==> src/rtl/lane_gearbox.sv <==
`default_nettype none
// ============================================================================
// Module      : lane_gearbox
// Description : Per-lane width converter with a 2-entry word FIFO that emits
//               LSB-first OUT_WIDTH slices under ready/valid backpressure.
// Revision    : 1.0 - initial release
// ============================================================================
module lane_gearbox #(
    parameter int LANE_WIDTH = 1360,
    parameter int OUT_WIDTH  = 136
) (
    input  logic                  clk,
    input  logic                  rst,
    input  logic                  i_valid,
    input  logic [LANE_WIDTH-1:0] i_lane,
    input  logic                  i_sync,
    output logic                  o_ready,
    output logic                  o_valid,
    output logic [OUT_WIDTH-1:0]  o_data,
    output logic                  o_sync,
    input  logic                  i_ready,
    output logic                  o_overflow
);

    localparam int RATIO = LANE_WIDTH / OUT_WIDTH;
    localparam int IDX_W = (RATIO > 1) ? $clog2(RATIO) : 1;
    localparam logic [IDX_W-1:0] C_LAST_IDX = IDX_W'(RATIO - 1);

    generate
        if ((LANE_WIDTH % OUT_WIDTH) != 0) begin : g_width_check
            $error("lane_gearbox: LANE_WIDTH must be a multiple of OUT_WIDTH");
        end
    endgenerate

    logic [LANE_WIDTH-1:0] r_mem_lane [2];
    logic                  r_mem_sync [2];
    logic [1:0]            r_count;
    logic                  r_wr_ptr;
    logic                  r_rd_ptr;
    logic [IDX_W-1:0]      r_idx;
    logic                  r_overflow;

    logic                  w_ready;
    logic                  w_valid;
    logic                  w_push;
    logic                  w_pop_slice;
    logic                  w_pop_word;
    logic [LANE_WIDTH-1:0] w_head_lane;

    // No pop-through: a full FIFO refuses input even on its final-slice cycle.
    assign w_ready     = !rst && (r_count < 2'd2);
    assign w_valid     = (r_count != 2'd0);
    assign w_push      = i_valid && w_ready;
    assign w_pop_slice = w_valid && i_ready;
    assign w_pop_word  = w_pop_slice && (r_idx == C_LAST_IDX);
    assign w_head_lane = r_mem_lane[r_rd_ptr];

    assign o_ready    = w_ready;
    assign o_valid    = w_valid;
    assign o_data     = w_valid ? w_head_lane[32'(r_idx) * OUT_WIDTH +: OUT_WIDTH] : '0;
    assign o_sync     = w_valid && r_mem_sync[r_rd_ptr] && (r_idx == '0);
    assign o_overflow = r_overflow;

    // Payload storage is deliberately not reset; count gates visibility.
    always_ff @(posedge clk) begin
        if (w_push) begin
            r_mem_lane[r_wr_ptr] <= i_lane;
            r_mem_sync[r_wr_ptr] <= i_sync;
        end
    end

    always_ff @(posedge clk) begin
        if (rst) begin
            r_count    <= 2'd0;
            r_wr_ptr   <= 1'b0;
            r_rd_ptr   <= 1'b0;
            r_idx      <= '0;
            r_overflow <= 1'b0;
        end else begin
            if (w_push) begin
                r_wr_ptr <= ~r_wr_ptr;
            end
            if (w_pop_word) begin
                r_rd_ptr <= ~r_rd_ptr;
            end
            if (w_pop_slice) begin
                r_idx <= (r_idx == C_LAST_IDX) ? '0 : r_idx + IDX_W'(1);
            end
            case ({w_push, w_pop_word})
                2'b10:   r_count <= r_count + 2'd1;
                2'b01:   r_count <= r_count - 2'd1;
                default: r_count <= r_count;
            endcase
            if (i_valid && !w_ready) begin
                r_overflow <= 1'b1;
            end
        end
    end

endmodule
`default_nettype wire
==> config.mk <==
export PLATFORM = sky130hd
export DESIGN_NAME = lane_gearbox
export DESIGN_NICKNAME = d
export VERILOG_FILES = /design/src/rtl/lane_gearbox.sv
export SDC_FILE = /design/constraint.sdc
export NUM_CORES = 2
export LEC_CHECK = 0
export CORE_AREA = 2 2 578 580
export CTS_CLUSTER_DIAMETER = 150
export DETAILED_ROUTE_END_ITERATION = 8
export DIE_AREA = 0 0 580 582
export PLACE_DENSITY = 0.61
export SLEW_MARGIN = 15
export SYNTH_ARGS = -nofsm -noshare
export SYNTH_HDL_FRONTEND = slang
export SYNTH_SLANG_ARGS = --single-unit
export TNS_END_PERCENT = 50
==> constraint.sdc <==
create_clock -name clk -period 86.6 [get_ports clk]
set_input_delay 21.65 -clock clk [delete_from_list [all_inputs] [get_ports clk]]
set_output_delay 21.65 -clock clk [all_outputs]
set_load 0.01 [all_outputs]
After elaboration in Yosys (flattened, before gate mapping)

Memory sizes are Yosys's and may differ from the RTL's. A register that Yosys moved wholly into a read port is not among the register bits.
Index checks and enable logic that the tools add are counted.

Register bits: 9
Latch bits: 0
RAM bits: 2,722
Bits in read-only memories: 0
Bits of input ports: 1,365
Output and inout bits: 140
Word-level logic and storage cells: 39
Memories: 2

Memories:

| name       | words | bits a word | rd ports | clocked after Yosys merged registers in | write ports | line | source |
|---|---|---|---|---|---|---|---|
| r_mem_lane | 2     | 1,360       | 1        | 1                                       | 1           | 35   | `logic [LANE_WIDTH-1:0] r_mem_lane [2];` |
| r_mem_sync | 2     | 1           | 1        | 1                                       | 1           | 36   | `logic r_mem_sync [2];` |

Add/subtract/negate cells: 3
$mul: 1
Divide/modulo/power cells: 0
Magnitude comparators: 1
Equality and inequality tests: 3
Shift-type cells: 1
Muxes and demuxes: 9
Bitwise operators: 2
Reductions and logical operators: 12

Operators with widths:

| operator                                                           | number |
|---|---|
| 1360-bit by 13-bit variable part select with 136-bit output        | 1 |
| 136-bit 2-to-1 mux                                                 | 1 |
| 4-bit by 5-bit multiplier with 9-bit output, second input constant | 1 |
| 1-bit logical AND                                                  | 7 |
| 1-bit 2-to-1 mux                                                   | 6 |
| 4-bit by 1-bit adder with 4-bit output, second input constant      | 1 |
| 4-bit == test, second input constant                               | 1 |
| 4-bit zero test                                                    | 1 |
| 4-bit 2-to-1 mux                                                   | 1 |
| 2-bit case mux with 2 select lines                                 | 1 |
| 2-bit nonzero test                                                 | 2 |
| 2-bit by 1-bit adder with 2-bit output, second input constant      | 1 |
| 2-bit by 1-bit == test with 1-bit output, second input constant    | 1 |
| 2-bit == test, second input constant                               | 1 |
| 1-bit zero test                                                    | 2 |
| 2-bit less-than comparator, second input constant                  | 1 |
| 1-bit inverter                                                     | 2 |
| 2-bit by 1-bit subtractor with 2-bit output, second input constant | 1 |

Depth between registers and ports, before layout

Depth in word-level cells: 5
Gate-level depth with buffers: 8
Gate-level depth less buffers: 6

Least setup slack after synthesis

Ideal clock, no wire load.

Kind: input to register
Start: input port rst
End: memory r_mem_lane[0][0], enable pin
Setup time: 3.133 ns
Arrival: 78.255 ns
Data required time: 83.467 ns
Setup slack: 5.213 ns
Cell stages on the path: 3
Path buffers: 0
Path through: nor2_1 -> nand2_1 -> nor2_1

Cells in the longest elaborated chain, start to end: 5

Ends and longest elaborated chain:

| item                                   | line | source |
|---|---|---|
| start, declared                        | 13   | `input logic rst,` |
| 1-bit zero test                        | 51   | `assign w_ready = !rst && (r_count < 2'd2);` |
| 1-bit logical AND                      | 51   |  |
| 1-bit logical AND                      | 53   | `assign w_push = i_valid && w_ready;` |
| 1-bit 2-to-1 mux                       | 66   | `if (w_push) begin` |
| 1-bit 2-to-1 mux (not written as such) | 67   | `r_mem_lane[r_wr_ptr] <= i_lane;` |
| end, declared                          | 35   |  |

Every way passes these cells.

Worst setup path in the final report

Start: input port rst
End: output port o_ready

Cells in the longest elaborated chain, start to end: 2

Ends and longest elaborated chain:

| item              | line | source |
|---|---|---|
| 1-bit zero test   | 51   |  |
| 1-bit logical AND | 51   |  |
| end, declared     | 17   | `output logic o_ready,` |

Every way passes these cells.

==> results.toml <==
[clock_tree]
post-cts-setup-buffers = 0
clk_pin_slew_ns = 0.06
post_cts_resized = 0
h-tree-depth = 5
numCtsBuffers = 296
hold_buffers = 0
cts_tree = "yes"
clk_path_buf_depth = 4
cts_num_sinks = 2732
clk_latency_ns = 0.88
cts_root_buffer = "clkbuf_16"

[final_layout]
fin_area_sq_um = 132000
layout_commonest_cell = "edfxtp_1"
area_delta_synth_final_pct = 29.1
finish.utilization = 0.399
multi_input_area_sq_um = 19600
drive_above_1_share = 0.192
most-common-layout-cells = "2722 x edfxtp_1, 1504 x clkdlybuf4s50_1, 680 x mux4_2"
regArea_sq_um = 81900
fin_nets = 7258
fillerInstances = 29300

[pwr]
seq_power_share = 0.521
pwr-share-clk = 0.417
p_switching_mw = 0.614
p_int_mw = 2.31
peakVddDrop_mv = 0.0171
p_leak_nw = 40.1
swShare = 0.210
power_density_nw_per_um2 = 22.1
combPwrFrac = 0.062

[critical_path]
crit_family = "buffers and inverters"
crit-reg2reg-capture = "r_mem_lane[0][672]"
cpMostUsedCell = "clkdlybuf4s50_1"
crit_slowest_cell = "clkdlybuf4s50_1"
cp_num_cells = 3
end_kind = "output pin"
criticalPathCategory = "input pin to output pin"
crit_required_ns = 64.95
crit_path_cell_trace = "clkdlybuf4s50_1, nor2_1, clkdlybuf4s50_1"
reg2reg_from = "r_count[1]"
ff2ff_setup_slack_ns = 80.49
cp.arrival_ns = 23.10
rr_worst_depth = 9
worst-path-buf-inv = 2
critPathMaxStageDelay_ns = 0.60
worstSetupStartpointType = "input pin"
worst-path-max-fanout = 11

[sta]
final_max_slew_viol_count = 0
fin_crit_sh = 0.517
tns_ns = 0
fin_crit_ns = 44.75
fin_skew_ns = 0.0344
setup_violations = 0
max_freq_mhz = 22.3
rsz0062_at_grt = "no"
worstMarginPinSlew_ns = 1.13
maxSlewHeadroom = 0.245
hold_violations = 0

[yosys]
seq_area_frac_synth = 0.799
syn_inst = 4230
yosysTopAreaCell = "edfxtp_1"
postSynthRegisterBits = 2732
synth_compound_area_frac = 0.0203
synth_fp_nets = 5596
yosys.area_share.simple = 0.00622
synth_top_family_by_area = "multiplexers"
yosysWarnings = 0
synth_area_sq_um = 103000
avgSynthCellArea_sq_um = 24.2
synthXorXnorAreaFrac = 0.000513
synthAdderAreaFrac = 0.000122
netlist.area_leader.share = 0.797
synth_top_cells_by_area = "edfxtp_1 80%, mux4_2 15%, mux2i_1 1.3%, a22oi_1 1.0%, o211ai_1 0.98%"
synth_cell_types = 31
synthMuxAreaShare = 0.163

[die]
rows = 212
io_pins = 1505
initial_core_util = 0.309
dieWidth_microns = 580
die_height_microns = 582
coreArea_sq_um = 332000
dieArea_sq_um = 338000

[detailed_routing]
vias = 52800
wl_per_cell_microns = 30.0
wl_microns = 318000
via_per_inst = 4.98
drt-pass1-iter-count = 5
drtAntennaViolNets = 0
initialDrtViolationCount = 5422
drc_errors = 0

[min_path]
worstHoldStart = "o_overflow"
min_to = "o_overflow"
hp-class = "flip-flop to flip-flop"
hold_path_depth = 2

[global_routing]
first_global_vias = 54900
grt_max_degree = 148
use_met2 = 0.315
antenna_found_initial = 224
grt_util_met1 = 0.209
busiest_layer = "met2"
grt_usage = 0.182
grt_use_met3 = 0.0661
grt_pass1_wl_microns = 433000
grt_overflow_total = 0

[flow_run]
cap_viol_max_count = 0

[placed_design]
dp_hpwl_microns = 228000
port_buffers = 1504
gp_congestion = 0.862
placed_cell_area_sq_um = 123000

[outcome]
status = "complete, no violations"
final cells by class:
type | count | area share
flip-flops and latches | 2732 | 0.619
multi-input cells | 1269 | 0.148
repair buffers | 1592 | 0.120
clock buffers | 370 | 0.0590
well taps | 4387 | 0.0415
clock inverters | 153 | 0.0113
diodes | 95 | 0.00180
inverters | 1 | 0.0000284
cells by family after synthesis:
group / after synthesis
xor+xnor: 6
simple gates: 160
flops: 2732
mux: 821
fa+ha+maj: 1
compound gates: 281
buf+inv: 229
metal layers:
| layer | vias up | part of all wire |
|---|---|---|
| met5 | - | 0.0037 |
| met4 | 192 | 0.029 |
| met3 | 632 | 0.097 |
| met2 | 2311 | 0.51 |
| met1 | 27800 | 0.36 |
| li1 | 21800 | - |
power groups by stage:
stage	Combinational (mW)	Sequential, mW	Clock, mW
2_1_floorplan	0.0630	1.65	0
3_3_place_gp	0.180	1.55	0
3_5_place_dp	0.184	1.55	0
4_1_cts	0.185	1.52	1.24
5_1_grt	0.191	1.53	1.30
6_report	0.182	1.52	1.22
tightest hold or removal path: stages, from the launching register on:
cell     delay [ns]
dfxtp_1        0.32
a21oi_1        0.04
nor2_1         0.07
worst max path at each step:
stage | start | to
after global routing | rst | o_ready
after detailed placement | rst | o_ready
after floorplan | rst | r_mem_lane[0][0]
after CTS | rst | o_ready
after global placement | rst | o_ready
final | rst | o_ready
flip-flops by register name, summed over array words and instances (netlist names), named ones only:
name / count
r_idx: 4
o_overflow: 1
r_wr_ptr: 1
r_count: 2
r_rd_ptr: 1
r_mem_sync: 2
r_mem_lane: 2720
cell usage after synthesis, drive strengths merged:
cell type / count
edfxtp: 2722
ha: 1
o2111ai: 1
and3: 1
xnor2: 2
o21ai: 6
xor2: 4
mux2: 3
nor3: 3
a21oi: 4
dfxtp: 10
buf: 145
clkbuf: 83
a22oi: 136
inv: 1
nor2b: 1
mux2i: 138
mux4: 680
nor3b: 1
nor4: 1
nor2: 12
or3: 2
nand2b: 2
nand2: 137
o211ai: 134
stage by stage:
step	power (mW)	worst slack, ns	cells	hold slack, ns
floorplan	1.72	5.21	4230	0.481
detailed placement	1.73	41.84	9981	0.455
CTS	2.95	41.84	10500	0.470
global placement	1.73	41.79	9981	0.455
global route	3.01	41.76	10500	0.519
finish	2.92	41.85	10600	0.467
Power figures use the tool's default switching activity.
